==> src/rtl/rect_keysched_dec.sv <==
// RECTANGLE-80 decryption round-key generator: runs the key schedule forward, then streams K25..K0 back.
// Optional macro RECT_KEYSCHED_SELFCHECK_EN adds chk_err, comparing the recovered state with the loaded key.
module rect_keysched_dec #(
  parameter int         NROUNDS = 25,
  parameter logic [4:0] RC_INIT = 5'h01
) (
  input  logic        clk,
  input  logic        rst_n,
  input  logic [79:0] key_in,
  input  logic        key_valid,
  output logic        key_ready,
  output logic [63:0] rk_out,
  output logic [4:0]  rk_idx,
  output logic        rk_valid,
  input  logic        rk_ready,
  output logic        busy
`ifdef RECT_KEYSCHED_SELFCHECK_EN
  ,
  output logic        chk_err
`endif
);

  typedef enum logic [1:0] {IDLE, FWD, EMIT} state_t;

  state_t      state_q, state_d;
  logic [79:0] key_q, key_d;
  logic [4:0]  rc_q, rc_d;
  logic [4:0]  cnt_q, cnt_d;
  logic [4:0]  idx_q, idx_d;
  logic        key_ready_q, key_ready_d;
  logic        rk_valid_q, rk_valid_d;
  logic        busy_q, busy_d;
`ifdef RECT_KEYSCHED_SELFCHECK_EN
  logic [79:0] key_copy_q, key_copy_d;
  logic        chk_err_q, chk_err_d;
`endif

  function automatic logic [3:0] sbox(input logic [3:0] x);
    case (x)
      4'h0: sbox = 4'h6;  4'h1: sbox = 4'h5;  4'h2: sbox = 4'hC;  4'h3: sbox = 4'hA;
      4'h4: sbox = 4'h1;  4'h5: sbox = 4'hE;  4'h6: sbox = 4'h7;  4'h7: sbox = 4'h9;
      4'h8: sbox = 4'hB;  4'h9: sbox = 4'h0;  4'hA: sbox = 4'h3;  4'hB: sbox = 4'hD;
      4'hC: sbox = 4'h8;  4'hD: sbox = 4'hF;  4'hE: sbox = 4'h4;  default: sbox = 4'h2;
    endcase
  endfunction

  function automatic logic [3:0] inv_sbox(input logic [3:0] x);
    case (x)
      4'h0: inv_sbox = 4'h9;  4'h1: inv_sbox = 4'h4;  4'h2: inv_sbox = 4'hF;  4'h3: inv_sbox = 4'hA;
      4'h4: inv_sbox = 4'hE;  4'h5: inv_sbox = 4'h1;  4'h6: inv_sbox = 4'h0;  4'h7: inv_sbox = 4'h6;
      4'h8: inv_sbox = 4'hC;  4'h9: inv_sbox = 4'h7;  4'hA: inv_sbox = 4'h3;  4'hB: inv_sbox = 4'h8;
      4'hC: inv_sbox = 4'h2;  4'hD: inv_sbox = 4'hB;  4'hE: inv_sbox = 4'h5;  default: inv_sbox = 4'hD;
    endcase
  endfunction

  function automatic logic [15:0] rol8(input logic [15:0] x);
    rol8 = {x[7:0], x[15:8]};
  endfunction

  function automatic logic [15:0] rol12(input logic [15:0] x);
    rol12 = {x[3:0], x[15:4]};
  endfunction

  logic [79:0] fwd_sub, fwd_state, inv_pre, inv_state;

  // Column S-box lanes: nibble j is {row3[j],row2[j],row1[j],row0[j]}, only columns 0..3 substituted.
  genvar gi, gr;
  generate
    for (gi = 0; gi < 4; gi++) begin : g_col
      logic [3:0] s_fwd, s_inv;
      assign s_fwd = sbox({key_q[48+gi], key_q[32+gi], key_q[16+gi], key_q[gi]});
      assign s_inv = inv_sbox({inv_pre[48+gi], inv_pre[32+gi], inv_pre[16+gi], inv_pre[gi]});
      for (gr = 0; gr < 4; gr++) begin : g_row
        assign fwd_sub[16*gr+gi]   = s_fwd[gr];
        assign inv_state[16*gr+gi] = s_inv[gr];
      end
    end
    for (gr = 0; gr < 4; gr++) begin : g_pass
      assign fwd_sub[16*gr+15 : 16*gr+4]   = key_q[16*gr+15 : 16*gr+4];
      assign inv_state[16*gr+15 : 16*gr+4] = inv_pre[16*gr+15 : 16*gr+4];
    end
  endgenerate

  assign fwd_sub[79:64]   = key_q[79:64];
  assign inv_state[79:64] = inv_pre[79:64];

  always_comb begin
    fwd_state[15:0]  = rol8(fwd_sub[15:0]) ^ fwd_sub[31:16] ^ {11'd0, rc_q};
    fwd_state[31:16] = fwd_sub[47:32];
    fwd_state[47:32] = fwd_sub[63:48];
    fwd_state[63:48] = rol12(fwd_sub[63:48]) ^ fwd_sub[79:64];
    fwd_state[79:64] = fwd_sub[15:0];
  end

  // Undo the row mixing first; the inverse S-box lanes then operate on inv_pre.
  always_comb begin
    inv_pre[15:0]  = key_q[79:64];
    inv_pre[31:16] = key_q[15:0] ^ {11'd0, rc_q} ^ rol8(key_q[79:64]);
    inv_pre[47:32] = key_q[31:16];
    inv_pre[63:48] = key_q[47:32];
    inv_pre[79:64] = key_q[63:48] ^ rol12(key_q[47:32]);
  end

  always_comb begin
    state_d = state_q;
    key_d   = key_q;
    rc_d    = rc_q;
    cnt_d   = cnt_q;
    idx_d   = idx_q;
`ifdef RECT_KEYSCHED_SELFCHECK_EN
    key_copy_d = key_copy_q;
    chk_err_d  = chk_err_q;
`endif
    case (state_q)
      IDLE: begin
        if (key_valid) begin
          key_d   = key_in;
          rc_d    = RC_INIT;
          cnt_d   = 5'd0;
          state_d = FWD;
`ifdef RECT_KEYSCHED_SELFCHECK_EN
          key_copy_d = key_in;
          chk_err_d  = 1'b0;
`endif
        end
      end
      FWD: begin
        key_d = fwd_state;
        cnt_d = cnt_q + 5'd1;
        // rc is left on the last forward constant so the first inverse step can reuse it.
        if (cnt_q == 5'(NROUNDS - 1)) begin
          state_d = EMIT;
          idx_d   = 5'(NROUNDS);
        end else begin
          rc_d = {rc_q[3:0], rc_q[4] ^ rc_q[2]};
        end
      end
      EMIT: begin
        if (rk_ready) begin
          if (idx_q != 5'd0) begin
            key_d = inv_state;
            idx_d = idx_q - 5'd1;
            rc_d  = {rc_q[0] ^ rc_q[3], rc_q[4:1]};
          end else begin
            state_d = IDLE;
`ifdef RECT_KEYSCHED_SELFCHECK_EN
            if (key_q != key_copy_q) chk_err_d = 1'b1;
`endif
          end
        end
      end
      default: state_d = IDLE;
    endcase
    key_ready_d = (state_d == IDLE);
    busy_d      = (state_d != IDLE);
    rk_valid_d  = (state_d == EMIT);
  end

  always_ff @(posedge clk or negedge rst_n) begin
    if (!rst_n) begin
      state_q     <= IDLE;
      key_q       <= '0;
      rc_q        <= RC_INIT;
      cnt_q       <= '0;
      idx_q       <= '0;
      key_ready_q <= 1'b1;
      rk_valid_q  <= 1'b0;
      busy_q      <= 1'b0;
`ifdef RECT_KEYSCHED_SELFCHECK_EN
      key_copy_q  <= '0;
      chk_err_q   <= 1'b0;
`endif
    end else begin
      state_q     <= state_d;
      key_q       <= key_d;
      rc_q        <= rc_d;
      cnt_q       <= cnt_d;
      idx_q       <= idx_d;
      key_ready_q <= key_ready_d;
      rk_valid_q  <= rk_valid_d;
      busy_q      <= busy_d;
`ifdef RECT_KEYSCHED_SELFCHECK_EN
      key_copy_q  <= key_copy_d;
      chk_err_q   <= chk_err_d;
`endif
    end
  end

  assign key_ready = key_ready_q;
  assign rk_valid  = rk_valid_q;
  assign busy      = busy_q;
  assign rk_idx    = idx_q;
  assign rk_out    = key_q[63:0];
`ifdef RECT_KEYSCHED_SELFCHECK_EN
  assign chk_err   = chk_err_q;
`endif

endmodule

==> config.mk <==
export PLATFORM = sky130hd
export DESIGN_NAME = rect_keysched_dec
export DESIGN_NICKNAME = d
export VERILOG_FILES = /design/src/rtl/rect_keysched_dec.sv
export SDC_FILE = /design/constraint.sdc
export NUM_CORES = 1
export LEC_CHECK = 0
export BUFFER_PORTS_ARGS = -buffer_cell sky130_fd_sc_hd__buf_2
export CAP_MARGIN = 10
export CORE_MARGIN = 4
export CORE_UTILIZATION = 35
export CTS_CLUSTER_SIZE = 12
export DETAILED_ROUTE_END_ITERATION = 16
export GPL_TIMING_DRIVEN = 0
export PLACE_DENSITY = 0.62
export SLEW_MARGIN = 10
export SYNTH_ARGS = -nofsm -noshare
export SYNTH_HDL_FRONTEND = slang
export SYNTH_SLANG_ARGS = --single-unit
==> constraint.sdc <==
create_clock -name clk -period 2.4 [get_ports clk]
set_input_delay 0.24 -clock clk [delete_from_list [all_inputs] [get_ports clk]]
set_output_delay 0.24 -clock clk [all_outputs]
set_load 0.03 [all_outputs]
* Word-level counts from Yosys, hierarchy flattened
Memories as Yosys holds them, arrays and structs flattened.
Cells that the tools add are included.
** Operators by class
- Add/subtract/negate cells :: 2
- Equal/unequal tests :: 9
- Bitwise gates (word level) :: 8
- Multiplexer cells :: 20
- Reduce and logical (&&, ||, !) cells :: 11
** Operators with widths (count)
- two-way mux 80 bit :: 3
- one-hot mux 80 bit (3 select lines) :: 1
- bitwise XOR 16 bit :: 4
- two-way mux 5 bit :: 8
- bitwise XOR 16 x 5 -> 16 bit :: 2
- one-hot mux 5 bit (2 select lines) :: 2
- one-hot mux 5 bit (3 select lines) :: 1
- inequality test 2 bit (second input constant) :: 5
- two-way mux 2 bit :: 4
- AND reduction 4 bit :: 2
- one-hot mux 2 bit (3 select lines) :: 1
- nonzero test 2 bit :: 3
- adder 5 x 1 -> 5 bit (second input constant) :: 1
- equality test 5 bit (second input constant) :: 1
- AND reduction 5 bit :: 1
- nonzero test 5 bit :: 1
- subtractor 5 x 1 -> 5 bit (second input constant) :: 1
- equality test 2 bit (second input constant) :: 2
- logical NOT 2 bit :: 2
- nonzero test 3 bit :: 1
- equality test 2 x 1 -> 1 bit (second input constant) :: 1
- AND reduction 2 bit :: 1
- bitwise XOR 1 bit :: 2
** Storage, ports and cells
- Input port bits :: 84
- Word-level logic and storage cells :: 66
- Output and inout port bits :: 72
- Memory bits (read-only) :: 512
- Register bits :: 100
- Memories :: 8
** Memory list
- (name not given) :: words 16, bits a word 4, read ports 1, clocked after Yosys merged registers in 0, write ports 0, line 48 : case (x)
- (name not given) :: words 16, bits a word 4, read ports 1, clocked after Yosys merged registers in 0, write ports 0, line 39 : case (x)
- (name not given) :: words 16, bits a word 4, read ports 1, clocked after Yosys merged registers in 0, write ports 0, line 48
- (name not given) :: words 16, bits a word 4, read ports 1, clocked after Yosys merged registers in 0, write ports 0, line 39
- (name not given) :: words 16, bits a word 4, read ports 1, clocked after Yosys merged registers in 0, write ports 0, line 48
- (name not given) :: words 16, bits a word 4, read ports 1, clocked after Yosys merged registers in 0, write ports 0, line 39
- +2 memories

* Longest topological paths before layout
Gate-level depths: netlist of run 1.
An unclocked memory read counts as a cell.
- Depth in word-level cells :: 6
- Gate-level depth with buffers :: 9

* Worst setup path before layout of run 1
Ideal clock, no wire load.
- Kind :: register to register
- Start :: reg key_q[2]
- End :: reg key_q[2]
- Stages on the path, launching flop included :: 7
- Required time :: 2.275 ns
- Library setup time :: 0.125 ns
- Data arrival time :: 2.270 ns
- Setup slack :: 0.005 ns
- Cell sequence :: dfrtp_1 > xnor3_1 > ha_1 > mux4_2 > a21oi_1 > a31oi_1 > mux2_4
** Between the ends
- Longest elaborated chain between the ends :: 6
- Elaborated cells on any way between the ends :: 9
** Ends and longest elaborated chain
- from (decl) :: line 26 : logic [79:0] key_q, key_d;
- from (signal assigned) :: line 175 : key_q <= key_d;
- bitwise XOR 16 x 5 -> 16 bit :: line 98 : inv_pre[31:16] = key_q[15:0] ^ {11'd0, rc_q} ^ rol8(key_q[79:64]);
- bitwise XOR 16 bit :: line 98
- memory read (16 x 4 bit)
- two-way mux 80 bit :: line 140 : if (idx_q != 5'd0) begin
- two-way mux 80 bit :: line 139 : if (rk_ready) begin
- one-hot mux 80 bit (3 select lines) (*) :: line 114 : case (state_q)
Mark *: on every way between the ends. The rest lies on a longest branch, timed or not. The select of a mux whose other input is x is not followed.
A chain may end at the register's enable or synchronous reset.

* Final worst setup path of run 1
- Start :: reg key_q[74]
- End :: reg key_q[2]
** Between the ends
- Longest elaborated chain between the ends :: 5
** Ends and longest elaborated chain (line)
- bitwise XOR 16 bit :: 98
- memory read (16 x 4 bit)
- two-way mux 80 bit :: 140
- two-way mux 80 bit :: 139
- one-hot mux 80 bit (3 select lines) :: 114
Every way passes these cells. The select of a mux whose other input is x is not followed.

==> results of run 1 <==
## repair_timing
action                                  4_1_cts  5_1_grt
hold buffers                                  1        0
gates resized for setup                       8       35
hold endpoints to repair                     19        0
buffers inserted                              2        0
endpoints found under the setup margin       16       66
pin swaps                                     1        1
## cells in the final DEF (no fill, tap or decap), drive strengths merged, types with 6 or more instances in the layout
| master | instances |
|---|---|
| nand3 | 7 |
| inv | 29 |
| o21a | 6 |
| a221oi | 61 |
| a21oi | 14 |
| nor2 | 90 |
| a211oi | 13 |
| o31ai | 68 |
| nor3 | 15 |
| dfrtp | 98 |
| a21o | 6 |
| ha | 34 |
| mux2i | 17 |
| nand2b | 6 |
| buf | 214 |
| o22ai | 6 |
| nor2b | 11 |
| xor2 | 52 |
| a31oi | 7 |
| clkbuf | 53 |
| o211ai | 8 |
| xnor2 | 21 |
| o21ai | 37 |
| nand2 | 88 |
## final cells by class
| type | count | share of cell area, % |
|---|---|---|
| multi-input cells | 624 | 48.43 |
| flip-flops and latches | 100 | 27.54 |
| repair buffers | 159 | 9.153 |
| plain buffers | 100 | 6.477 |
| well taps | 275 | 3.774 |
| clock buffers | 9 | 2.470 |
| inverters | 28 | 1.194 |
| clock inverters | 6 | 0.9606 |
## stage by stage
stage               hold slack, ps  total power (W)
floorplan                   -55.59          0.01100
global placement             495.5          0.01383
detailed placement           105.6          0.01396
CTS                          125.7          0.01570
global route                 148.9          0.01693
finish                       126.0          0.01590
## where the power goes
part / switching [W] / leakage [nW] / internal [W] / total (W)
Combinational: 0.00615 / 2.82 / 0.00410 / 0.0102
Clock: 0.000736 / 0.156 / 0.000915 / 0.00165
Sequential: 0.00148 / 1.21 / 0.00253 / 0.00401
Total: 0.00836 / 4.19 / 0.00755 / 0.0159
## flip-flops by register name, summed over array words and instances (netlist names)
signal     count
busy           1
key_ready      1
rc_q           5
state_q        2
key_q         80
cnt_q          5
rk_idx         5
rk_valid       1
## cells in the mapped netlist, types with 6 or more instances
master,instances
a211oi_1,11
a21oi_1,14
a221oi_1,61
a31oi_1,7
buf_2,13
buf_4,38
clkbuf_1,42
dfrtp_1,98
ha_1,34
inv_1,27
mux2i_1,17
nand2_1,87
nand2b_1,6
nand3_1,7
nor2_1,90
nor2b_1,11
nor3_1,15
o211ai_1,6
o21a_1,6
o21ai_0,29
o22ai_2,6
o31ai_1,68
xnor2_1,21
xor2_1,52
## metal layers
metal  part of all wire [%]  wire (um)
met1                     43      12280
met2                     46      13090
met3                    8.0       2275
met4                    2.7        756
met5                      0          0
## critical path: stages (launching register included)
cell and delay [ps]:
dfrtp_2 450, xnor3_2 390, ha_1 350, mux4_2 480
a21oi_1 170, a31oi_1 110, mux2_4 260
## path summary, 6_finish.rpt
kind | from | end | slack, ps
worst max-delay path | key_q[74]$_DFFE_PN0P_ | key_q[2]$_DFFE_PN0P_ | 80
worst min-delay path | key_in[17] | key_q[17]$_DFFE_PN0P_ | 130
worst max register to register | key_q[74]$_DFFE_PN0P_ | key_q[2]$_DFFE_PN0P_ | 80
worst min register to register | rc_q[0]$_DFFE_PN1P_ | rc_q[0]$_DFFE_PN1P_ | 540
max in group asynchronous | rst_n | key_q[74]$_DFFE_PN0P_ | 1380
min in group asynchronous | rst_n | rk_idx[0]$_DFFE_PN0P_ | 300
## logic make-up after synthesis
logic type	synth area share [%]
compound gates	25.90
xor+xnor	9.629
fa+ha+maj	5.615
buf+inv	8.852
flops	33.06
mux	2.890
simple gates	14.05
==> flow_summary_export.csv, run 1 <==
group,metric,value,unit
run_status,status,"finished, final reports clean",
timing,setup_tns,0,ps
detailed_routing,wl,28400,um
placed_design,placed_cells,1283,
global_route,grt_pass1_vias,7172,
timing,final.period_utilization,96.50,%
global_route,grt_usage,23.05,%
min_path,hp-class,"primary input to flop",
finish,finalCoreUtilization,43.10,%
detailed_routing,via_count,7446,
logic_synthesis,synth-seq-cells,100,
logic_synthesis,yosys.area.top_type_share,32.37,%
min_path,hold_depth,3,
die,initial_core_util,35.81,%
finish,final_layout_size_suffix_gt1_share,28.17,%
die,die_y,155.1,um
cts,h-tree-depth,3,
detailed_routing,drc_errors,0,
timing,fin_skew,15.23,ps
timing,hold_viol_final,0,
detailed_routing,drt_first_pass_iters,6,
finish,multi_input_area,0.004415,mm^2
global_route,grt-busiest-layer,"met2",
finish,design_area,0.009117,mm^2
power,power_leakage,4.194,nW
finish,nFillCells,2141,
logic_synthesis,synth-main-ff-cell,"dfrtp_1",
global_route,antenna_found_initial,0,
power,ir_drop,0.0007371,V
timing,min_period,2316,ps
cts,path_clk_slew,70,ps
logic_synthesis,yosysUniqueCellTypes,63,
placed_design,dp_hpwl,20980,um
cts,cts-buffers-inserted,9,
die,core_area,0.02115,mm^2
detailed_routing,drt_iter0_drc,902,
power,power_density,1744,mW/mm^2
cts,cts_tree,"built",
worst_setup_path,worstPathArrival,2560,ps
placed_design,place_congestion,0.9007,
cts,cts_buffer_depth,2,
logic_synthesis,synth.avg_cell_area,8.892,um^2
logic_synthesis,yosysTopAreaCell,"dfrtp_1",
cts,cts_sinks,100,
die,pin_count,156,
die,dieWidth,155.1,um
global_route,gr-usage-met3,3.894,%
logic_synthesis,yosysWarnings,0,
global_route,grtUsageMet1,33.03,%
logic_synthesis,netlist_instances,852,
worst_setup_path,rr_worst_depth,6,
timing,setup_viol,0,
finish,layoutNonFillerInstCount,1301,
timing,max_freq,431.8,MHz
logic_synthesis,synth-seq-area-share,33.06,%
timing,finalMaxSlewViolations,0,
placed_design,io_buffer_count,155,
global_route,grt_pass1_wl,43210,um
logic_synthesis,async_flop_share,100.0,%
logic_synthesis,synthTopCellsByArea,"dfrtp_1 32%, a221oi_1 7.1%, o31ai_1 6.7%, xor2_1 6.0%, ha_1 5.6%",
global_route,use_met2,35.31,%
worst_setup_path,crit_path_end_kind,"flop",
job,cap_violations,0,
finish,area_growth,20.35,%
global_route,grt_overflow,0,
detailed_routing,avgViaCountPerCell,5.723,
worst_setup_path,critPathRequiredTime,2650,ps
timing,tightest_slew,806.1,ps
worst_setup_path,crit_type,"flop to flop",
cts,cts-root-buf,"clkbuf_16",
worst_setup_path,path_max_fanout,5,
finish,nets,1140,
logic_synthesis,synth-edff-count,0,
logic_synthesis,syn_nets,970,
detailed_routing,wl_per_cell,21.83,um
global_route,grt_max_degree,82,
timing,setup_ws,84.05,ps
die,die_area,0.02406,mm^2
timing,slew_headroom,46.26,%
cts,clk_latency,370,ps
finish,ff_latch_area,0.002511,mm^2
finish,antenna_cells,0,
worst_setup_path,cp-start-kind,"flop",
die,rows,53,
detailed_routing,ant_nets,0,
placed_design,pre_cts_ws,-203.1,ps
logic_synthesis,synth_area,0.007576,mm^2
placed_design,postPlaceCellArea,0.008730,mm^2
No activity file was read; power rests on OpenSTA's default activity.
==> inputs of run 2 (changes only) <==
ABC_AREA = 1   (was not set)
PLACE_DENSITY = 0.57   (was 0.62)
==> flow_summary_export.csv, run 2 <==
group,metric,value,unit
worst_setup_path,crit_path_end_kind,"flop",
detailed_routing,drc_errors,0,
timing,hold_slack,96.63,ps
detailed_routing,wl_per_cell,20.38,um
timing,fin_skew,9.630,ps
die,dieWidth,157.0,um
logic_synthesis,syn_nets,1245,
logic_synthesis,synth_area,0.007771,mm^2
logic_synthesis,synth-simple-area-share,23.68,%
logic_synthesis,yosys-top-cells-count,"280 x nand2_1, 166 x o21ai_0, 127 x a21oi_1, 98 x dfrtp_1, 75 x nor2_1",
worst_setup_path,path_max_fanout,10,
timing,setup_viol,0,
power,power_leakage,4.610,nW
detailed_routing,wl,32200,um
timing,setup_ws,216.6,ps
finish,largest_register_ffs,80,
logic_synthesis,netlist_instances,1127,
timing,setup_tns,0,ps
worst_setup_path,critPathTopFamily,"buffers and inverters",
finish,area_growth,18.90,%
global_route,grt_max_degree,64,
cts,cts-buffers-inserted,9,
global_route,grt_overflow,0,
logic_synthesis,synth.avg_cell_area,6.895,um^2
timing,max_freq,458.0,MHz
timing,final.period_utilization,90.97,%
cts,cts-root-buf,"clkbuf_16",
worst_setup_path,critPathRequiredTime,2610,ps
finish,nFillCells,2319,
worst_setup_path,startpoint,"state_q[0]$_DFF_PN0_",
logic_synthesis,synth_xor_area_share,1.240,%
power,ir_drop,0.0007471,V
worst_setup_path,cp-start-kind,"flop",
worst_setup_path,slowest_delay,600,ps
power,power.total,0.01508,W
logic_synthesis,synth_top_family_by_area,"compound AO/OA/AOI/OAI gates",
job,cap_violations,0,
logic_synthesis,yosysTopAreaCell,"dfrtp_1",
timing,min_period,2183,ps
placed_design,pre_cts_ws,9.347,ps
logic_synthesis,yosysMostFrequentCell,"nand2_1",
worst_setup_path,worstPathArrival,2390,ps
global_route,antenna_found_initial,0,
min_path,hp-class,"primary input to flop",
logic_synthesis,synth-seq-area-share,32.23,%
worst_setup_path,worstPathCellList,"inv_1 -> ha_1 -> inv_1 -> nor2_1 -> inv_1 -> nand3_4 -> inv_2 -> clkbuf_1 -> o21ai_0",
timing,rsz0062_at_grt,"no",
worst_setup_path,cp_common_cell,"inv_1",
placed_design,postPlaceCellArea,0.008931,mm^2
cts,path_clk_slew,80,ps
die,core_area,0.02182,mm^2
logic_synthesis,synthTopCellsByArea,"dfrtp_1 32%, nand2_1 14%, o21ai_0 11%, a21oi_1 8.2%, ha_1 5.5%",
cts,cts_sinks,100,
worst_setup_path,crit_type,"flop to flop",
global_route,grt_pass1_vias,7811,
cts,post_cts.repair.setup_buffers,0,
logic_synthesis,yosysWarnings,0,
finish,final_common_cell,"nand2_1",
die,die_y,157.0,um
finish,design_area,0.009240,mm^2
finish,nets,1413,
detailed_routing,ant_nets,0,
timing,tightest_slew,828.0,ps
finish,final_cell_mix,"280 x nand2_1, 183 x buf_2, 166 x o21ai_0, 127 x a21oi_1, 98 x dfrtp_1",
die,pin_count,156,
placed_design,place_congestion,0.9445,
cts,cts_tree,"built",
detailed_routing,via_count,8497,
placed_design,io_buffer_count,155,
placed_design,dp_hpwl,23070,um
power,power_density,1632,mW/mm^2
cts,h-tree-depth,3,
die,rows,54,
logic_synthesis,yosys.area.top_type_share,31.56,%
logic_synthesis,synth_compound_area_share,25.97,%
logic_synthesis,synth-main-ff-cell,"dfrtp_1",
detailed_routing,drt_iter0_drc,831,
logic_synthesis,async_flop_share,100.0,%
global_route,grt_pass1_wl,48320,um
global_route,grt_usage,25.88,%
cts,cts_buffer_depth,2,
cts,clk_latency,370,ps
finish,antenna_cells,0,
timing,hold_viol_final,0,
logic_synthesis,synth-seq-cells,100,
worst_setup_path,r2r_start,"state_q[0]$_DFF_PN0_",
logic_synthesis,synth_fa_ha_area_share,5.474,%
logic_synthesis,synthMuxAreaShare,0,%
timing,finalMaxSlewViolations,0,
logic_synthesis,yosysUniqueCellTypes,40,
worst_setup_path,cp_slowest_cell,"clkbuf_1",
timing,slew_headroom,44.80,%
finish,final_layout_size_suffix_gt1_share,21.62,%
detailed_routing,drt_first_pass_iters,6,
worst_setup_path,path_buf_inv,5,
detailed_routing,avgViaCountPerCell,5.378,
run_status,status,"finished, final reports clean",
die,die_area,0.02465,mm^2
min_path,hp-start,"key_in[10]",
logic_synthesis,synth-edff-count,0,
finish,largest-register,"key_q",
die,initial_core_util,35.61,%
-- run 2: worst paths after layout --
check                                             end  slack, ps  cells past startpoint
worst min-delay path            key_q[10]$_DFFE_PN0P_        100                      3
min in group asynchronous        cnt_q[2]$_DFFE_PN0P_        360                      2
max in group asynchronous       key_q[51]$_DFFE_PN0P_       1370                      3
worst min register to register  rk_idx[0]$_DFFE_PN0P_        530                      1
worst max-delay path            key_q[52]$_DFFE_PN0P_        220                      9
worst max register to register  key_q[52]$_DFFE_PN0P_        220                      9
-- run 2: logic make-up after synthesis --
logic type | after synthesis
buf+inv | 175
flops | 100
fa+ha+maj | 34
xor+xnor | 11
simple gates | 442
compound gates | 365
-- run 2: through the flow --
| step | instances | utilization, % |
|---|---|---|
| 3_5_place_dp | 1563 | 40.92 |
| 4_1_cts | 1580 | 42.32 |
| 3_3_place_gp | 1562 | 40.77 |
| 2_1_floorplan | 1127 | - |
| 6_report | 1580 | 42.34 |
| 5_1_grt | 1580 | 42.34 |
-- run 2: area by class of cell --
class	instances	area, um^2	area share, %
buffer	95	590.6	6.391
clock buffer	10	239.0	2.586
clock inverter	6	55.05	0.5958
inverter	80	300.3	3.250
multi-input combinational	852	4380	47.41
sequential	100	2505	27.11
tap	280	350.3	3.791
timing repair buffer	157	819.5	8.869
-- run 2: what timing repair did --
item / CTS / global route
hold buffers: 1 / 0
endpoints found under the setup margin: 3 / 9
pin swaps: 0 / 0
resized for setup: 1 / 8
hold endpoints to repair: 36 / 0
cloned: 0 / 0
-- run 2: per-layer routing --
metal / share of wire (%) / track usage [%]
met5: 0 / 0
met4: 2.6 / 7.661
met3: 8.8 / 3.547
met2: 44 / 39.80
met1: 45 / 37.94
-- run 2: power breakdown --
part / switching [W] / internal, W / leakage, nW
registers: 0.00136 / 0.00251 / 1.22
logic: 0.00648 / 0.00318 / 3.24
clock network: 0.000788 / 0.000756 / 0.146
total: 0.00863 / 0.00644 / 4.61
-- run 2: worst min-delay path: stages --
cell and delay, ps:
buf_2 80, o21ai_0 60, nand2_1 50
